`src/rtl/instr_cache.sv`:
```
// instr_cache: direct-mapped, read-only instruction cache for the fetch stage.
// A hit returns the instruction combinationally in the same cycle. A miss
// raises stall and refills the whole line, one word per beat, from a
// word-wide backing memory.
//
// Ports:
//   clk, rst         clock, synchronous active-high reset
//   req, addr        fetch lookup request and byte PC (addr[1:0] ignored)
//   flush            one-cycle pulse that invalidates every line
//   instr, stall     combinational instruction word and fetch stall
//   mem_req/mem_addr registered backing-memory read request and word address
//   mem_rdata/valid  backing-memory read data and its valid strobe
module instr_cache #(
   parameter int unsigned SETS           = 16,
   parameter int unsigned WORDS_PER_LINE = 4
) (
   input  logic        clk,
   input  logic        rst,
   input  logic        req,
   input  logic [31:0] addr,
   input  logic        flush,
   output logic [31:0] instr,
   output logic        stall,
   output logic        mem_req,
   output logic [31:0] mem_addr,
   input  logic [31:0] mem_rdata,
   input  logic        mem_valid
);

   localparam int unsigned OFF_W = $clog2(WORDS_PER_LINE);
   localparam int unsigned IDX_W = $clog2(SETS);
   localparam int unsigned TAG_W = 32 - 2 - OFF_W - IDX_W;
   localparam int unsigned LINES_WORDS = SETS * WORDS_PER_LINE;

   typedef enum logic {
      IDLE,
      REFILL
   } state_t;

   state_t state_q, state_d;

   logic [SETS-1:0]  valid_q;
   logic [TAG_W-1:0] tag_q  [SETS];
   logic [31:0]      data_q [LINES_WORDS];

   logic [TAG_W-1:0] fill_tag_q;
   logic [IDX_W-1:0] fill_idx_q;
   logic [OFF_W-1:0] beat_q;
   logic             flush_pending_q;

   logic [OFF_W-1:0] addr_off;
   logic [IDX_W-1:0] addr_idx;
   logic [TAG_W-1:0] addr_tag;
   logic             hit;

   logic start;
   logic accept;
   logic last;
   logic flush_all;

   logic unused_addr_bits;
   assign unused_addr_bits = ^addr[1:0];

   // Address split and lookup
   assign addr_off = addr[2 +: OFF_W];
   assign addr_idx = addr[2 + OFF_W +: IDX_W];
   assign addr_tag = addr[31 -: TAG_W];
   assign hit      = valid_q[addr_idx] && (tag_q[addr_idx] == addr_tag);
   assign instr    = data_q[{addr_idx, addr_off}];
   assign stall    = (req && !hit) || (state_q != IDLE);

   // State register
   always_ff @(posedge clk) begin
      if (rst) state_q <= IDLE;
      else     state_q <= state_d;
   end

   // Next state and refill control strobes
   always_comb begin
      state_d = state_q;
      start   = 1'b0;
      accept  = 1'b0;
      last    = 1'b0;
      case (state_q)
         IDLE: begin
            if (req && !hit && !flush) begin
               start   = 1'b1;
               state_d = REFILL;
            end
         end
         REFILL: begin
            if (mem_req && mem_valid) begin
               accept = 1'b1;
               if (beat_q == OFF_W'(WORDS_PER_LINE - 1)) begin
                  last    = 1'b1;
                  state_d = IDLE;
               end
            end
         end
         default: state_d = IDLE;
      endcase
   end

   // A flush in IDLE acts at once; one seen during a refill waits for its end
   assign flush_all = ((state_q == IDLE) && flush) ||
                      (last && (flush || flush_pending_q));

   // Valid bits, beat counter and memory request registers
   always_ff @(posedge clk) begin
      if (rst) begin
         valid_q         <= '0;
         beat_q          <= '0;
         mem_req         <= 1'b0;
         mem_addr        <= '0;
         flush_pending_q <= 1'b0;
      end else begin
         if (start) begin
            beat_q   <= '0;
            mem_req  <= 1'b1;
            mem_addr <= {addr_tag, addr_idx, {OFF_W{1'b0}}, 2'b00};
         end
         if (accept) begin
            beat_q   <= beat_q + OFF_W'(1);
            mem_addr <= mem_addr + 32'd4;
            // Partially refilled line must never hit
            if (beat_q == '0) valid_q[fill_idx_q] <= 1'b0;
         end
         if (last) begin
            mem_req             <= 1'b0;
            valid_q[fill_idx_q] <= 1'b1;
            flush_pending_q     <= 1'b0;
         end else if ((state_q == REFILL) && flush) begin
            flush_pending_q <= 1'b1;
         end
         if (flush_all) valid_q <= '0;
      end
   end

   // Tag, data and fill-line registers are not reset
   always_ff @(posedge clk) begin
      if (start) begin
         fill_tag_q <= addr_tag;
         fill_idx_q <= addr_idx;
      end
      if (accept) data_q[{fill_idx_q, beat_q}] <= mem_rdata;
      if (last)   tag_q[fill_idx_q]            <= fill_tag_q;
   end

endmodule

```
`config.mk`:
```
export PLATFORM = sky130hd
export DESIGN_NAME = instr_cache
export DESIGN_NICKNAME = d
export VERILOG_FILES = /design/src/rtl/instr_cache.sv
export SDC_FILE = /design/constraint.sdc
export NUM_CORES = 2
export LEC_CHECK = 0
export ABC_CLOCK_PERIOD_IN_PS = 4700
export CORE_MARGIN = 2
export CORE_UTILIZATION = 49
export DETAILED_ROUTE_END_ITERATION = 10
export DONT_BUFFER_PORTS = 1
export PLACE_DENSITY_LB_ADDON = 0.2
export SLEW_MARGIN = 40
export SYNTH_ARGS = -nofsm -noshare
export SYNTH_HDL_FRONTEND = slang
export SYNTH_SLANG_ARGS = --single-unit
```
`constraint.sdc`:
```
create_clock -name clk -period 4.7 [get_ports clk]
set_input_delay 0 -clock clk [delete_from_list [all_inputs] [get_ports clk]]
set_output_delay 0 -clock clk [all_outputs]
set_load 0.05 [all_outputs]
```
==> results.md <==
- The sum of negative setup slack is 0 ps.
- The number of design-rule violations left by the first detailed-router iteration is ~5,300.
- After layout, the minimum clock period comes to 4510 ps.
- The detail route stage leaves a number of antenna-violating nets equal to 0.
- The library cell used most frequently in the layout, excluding fill and tap cells, is sky130_fd_sc_hd__edfxtp_1.
- For this run, asynchronously set or reset flops after synthesis account for 0%.
- Clock tree synthesis found a total of around 2,500 sinks.
- After synthesis, the netlist uses 73 different library cells.
- Counting flops with a built-in enable in the synthesized netlist gives between 2,000 and 2,500.
- Global routing used between 20% and 30% of the available tracks.
- Across the routed clock network, the largest skew measured is approximately 33 ps.
- The final routed wire length divided by cell count is approximately 32 um.
- The proportion of layout cells with a drive suffix above 1 is between 20 and 30%.
- The worst slack on hold paths is approximately 60 ps.
- Data on the critical path is required at its endpoint by 5480 ps.
- The number of optimization iterations in the first detailed-route pass is 6.
- The worst setup path is captured at a flip-flop.
- No sink is reached through more buffers than the 3 on the longest clock path.
- The post-route cell area is roughly 0.11 mm^2.
- The cell area that synthesis handed to floorplanning was ~0.097 mm^2.
- Dividing total power by cell area gives a power density of around 410 mW/mm^2.
- The total routed wirelength is around 240 mm.
- The number of setup buffers added after CTS is 0.
- The congestion estimate from routability-driven global placement came to a little under 0.8.
- The number of fillers in the final layout is around 14,000.
- The height of the die is about 450 um.
- The remaining max-slew budget at the tightest pin is 28.0%.
- The maximum ir drop on the vdd rail is around 0.00032 V.
- The die covers slightly above 0.2 mm^2.
- The analysis attributes to cell leakage a power of roughly 34 nW.
- The floorplan has ~160 rows.
- The total overflow left after global routing is 0.
- The tool flagged a number of max-cap violations equal to 0.
- For this block, the via count after detailed routing is 45,000.
- The area of the multi-input gates is roughly 0.021 mm^2.
- The initial antenna violation count came to 9.
- The number of pins exceeding their max-slew limit in the final report is 0.
- The path type of the worst min-delay path is input pin to flip-flop.
- The worst setup path is launched from a flip-flop.
- The worst-margin pin slew is about 1100 ps.
- After synthesis the netlist holds a flip-flop and latch count of roughly 2,500.
- The synthesized instance count is about 4,100.
- For this configuration, the core starts out at a cell density of roughly half.
- Setup violations remaining at the end of the flow were counted as 0.
- The dominant register cell in the synthesized netlist is sky130_fd_sc_hd__edfxtp_1.
- The net count reported at finish is roughly 4,500.
- The insertion delay to the later sink of the worst-skew pair is about 890 ps.
- The half-perimeter wire length after placement is 123 mm.
- After clock tree synthesis, the clock-pin slew on the worst setup and hold paths is roughly 70 ps.
- The via count of the first global-routing pass is about 45,000.
- The timing-limited maximum frequency is 0.222 GHz.
- Of all nets on the critical path, the largest fanout is 24.
- The mean instance size in the synthesized netlist is approximately 23 um^2.
- The total cell area at the placement stage is ~0.10 mm^2.
- The flow ran to the end, and the final reports show no timing, DRC or antenna violations.
- Setup repair after global routing left no endpoint under its margin.
- The global-route wire length before repair is approximately 340 mm.
- The root buffer cell chosen for the clock tree is sky130_fd_sc_hd__clkbuf_16.
- The critical path in this run is classified as flip-flop to flip-flop.
- After synthesis, flip-flops and latches occupy approximately 77% of the total area.
- For this run, the number of Yosys warnings is 0.
- The clock tree from TritonCTS is done.
- The floorplan die width is between 400 and 500 um.
- The H-tree depth reported by CTS is 4.
- From synthesis to final layout, the design area changed by 14.6%.
- The final hold violation count came to 0.
- The region available for standard cell placement spans a little under 0.2 mm^2.
- The flip-flop and latch area is roughly 0.075 mm^2.
- The via count normalized by instance count is between 6 and 7.
- Entering global routing, the biggest net connects 513 pins.
- After layout, the worst path uses between 90 and 100% of the clock period.
- The top cell types in the final layout, fill and taps aside, are sky130_fd_sc_hd__edfxtp_1 (2,460), sky130_fd_sc_hd__mux4_2 (735), sky130_fd_sc_hd__clkbuf_16 (244).
- After detailed routing, the number of remaining DRC violations is 0.
- STA puts the critical path data arrival time at around 5300 ps.
- The CTS buffer count is 241.
- The number of buffers added on ports is 0.
- The top-level port count is 135.
-- cell families after synthesis --
group,Yosys count,synth area share (%)
adders and majority gates,3,0.0388
buffers and inverters,245,1.15
and+or+nand+nor,290,1.50
AOI/OAI and AO/OA,207,1.44
xor gates and xnor gates,40,0.362
DFF,2511,77.3
muxes,839,18.2
other,1,0.00387
-- power breakdown --
| part | switching [mW] | total, mW | leakage [nW] | internal (mW) |
|---|---|---|---|---|
| Clock | 8.28 | 18.9 | 3.76 | 10.7 |
| Combinational | 1.22 | 2.16 | 8.16 | 0.937 |
| Sequential | 0.105 | 24.7 | 22.5 | 24.6 |
| Total | 9.61 | 45.8 | 34.4 | 36.2 |
-- layout make-up --
cell class / count / share of cell area, %
diodes: 5 / 0.0113
flip-flops and latches: 2511 / 67.5
repair buffers: 292 / 3.22
multi-input cells: 1381 / 19.3
well taps: 2640 / 2.98
clock buffers: 301 / 5.69
inverters: 22 / 0.0812
clock inverters: 150 / 1.26
-- worst paths after layout --
kind                      startpoint                         to  slack (ps)  cells after the start
min reg2reg    valid_q[3]$_SDFF_PP0_      valid_q[3]$_SDFF_PP0_         470                      2
max          tag_q[10][11]$_DFFE_PP_  mem_addr[28]$_SDFFE_PP0P_         190                     12
max reg2reg  tag_q[10][11]$_DFFE_PP_  mem_addr[28]$_SDFFE_PP0P_         190                     12
min                         addr[21]   fill_tag_q[13]$_DFFE_PP_          60                      1
-- through the flow --
stage | std cells | setup WS (ps) | power (mW) | utilization, %
after floorplan | 4137 | 1080 | 26.5 | -
after global placement | 6680 | 888 | 26.6 | 51.2
after detailed placement | 6692 | 861 | 26.6 | 51.3
after CTS | 7287 | 240 | 45.8 | 56.3
after global routing | 7298 | 18.2 | 47.0 | 56.4
final | 7302 | 188 | 45.8 | 56.4
-- sequential cells by signal, indices dropped and copies added (netlist names), 2 cells and up --
register,flops
tag_q,384
data_q,2048
valid_q,16
beat_q,2
fill_idx_q,4
fill_tag_q,24
mem_addr,30
-- critical path, stage by stage (launching register included) --
cell and delay [ps]:
sky130_fd_sc_hd__edfxtp_1 360, sky130_fd_sc_hd__mux4_2 460, sky130_fd_sc_hd__nor2b_1 140, sky130_fd_sc_hd__a211oi_1 220, sky130_fd_sc_hd__a21oi_1 80, sky130_fd_sc_hd__xnor2_1 130
sky130_fd_sc_hd__dlygate4sd3_1 550, sky130_fd_sc_hd__or4b_4 510, sky130_fd_sc_hd__or3_4 530, sky130_fd_sc_hd__a31oi_1 210, sky130_fd_sc_hd__dlygate4sd3_1 570, sky130_fd_sc_hd__a21oi_1 60
sky130_fd_sc_hd__dlygate4sd3_1 580
-- cells in the mapped netlist (17+ instances only) --
cell type / count / area (um^2)
sky130_fd_sc_hd__dfxtp_1: 51 / 1020
sky130_fd_sc_hd__nand2_1: 61 / 229
sky130_fd_sc_hd__a31oi_1: 17 / 106
sky130_fd_sc_hd__xnor2_1: 24 / 210
sky130_fd_sc_hd__buf_1: 54 / 203
sky130_fd_sc_hd__nor2_1: 90 / 338
sky130_fd_sc_hd__inv_1: 21 / 78.8
sky130_fd_sc_hd__clkbuf_1: 127 / 477
sky130_fd_sc_hd__a21oi_1: 49 / 245
sky130_fd_sc_hd__mux4_2: 735 / 16600
sky130_fd_sc_hd__mux2_2: 18 / 203
sky130_fd_sc_hd__o21ai_0: 38 / 190
sky130_fd_sc_hd__nand3_1: 27 / 135
sky130_fd_sc_hd__a211oi_1: 18 / 135
sky130_fd_sc_hd__edfxtp_1: 2460 / 73900
sky130_fd_sc_hd__mux2i_1: 85 / 851
-- metal layers --
layer / up-vias / GRT usage [%] / routed length (um)
met1: 24600 / 32.6 / 95400
met3: 302 / 3.16 / 14200
li1: 18400 / - / -
met4: 2 / 6.04 / 5420
met2: 1607 / 39.7 / 121000
met5: - / 0 / 13
-- repair_timing --
item                                   in CTS  in global routing
hold buffers                              144                  0
endpoints found under the hold margin    2130                  0
gates resized for setup                     0                  0
Power figures use the tool's default switching activity.
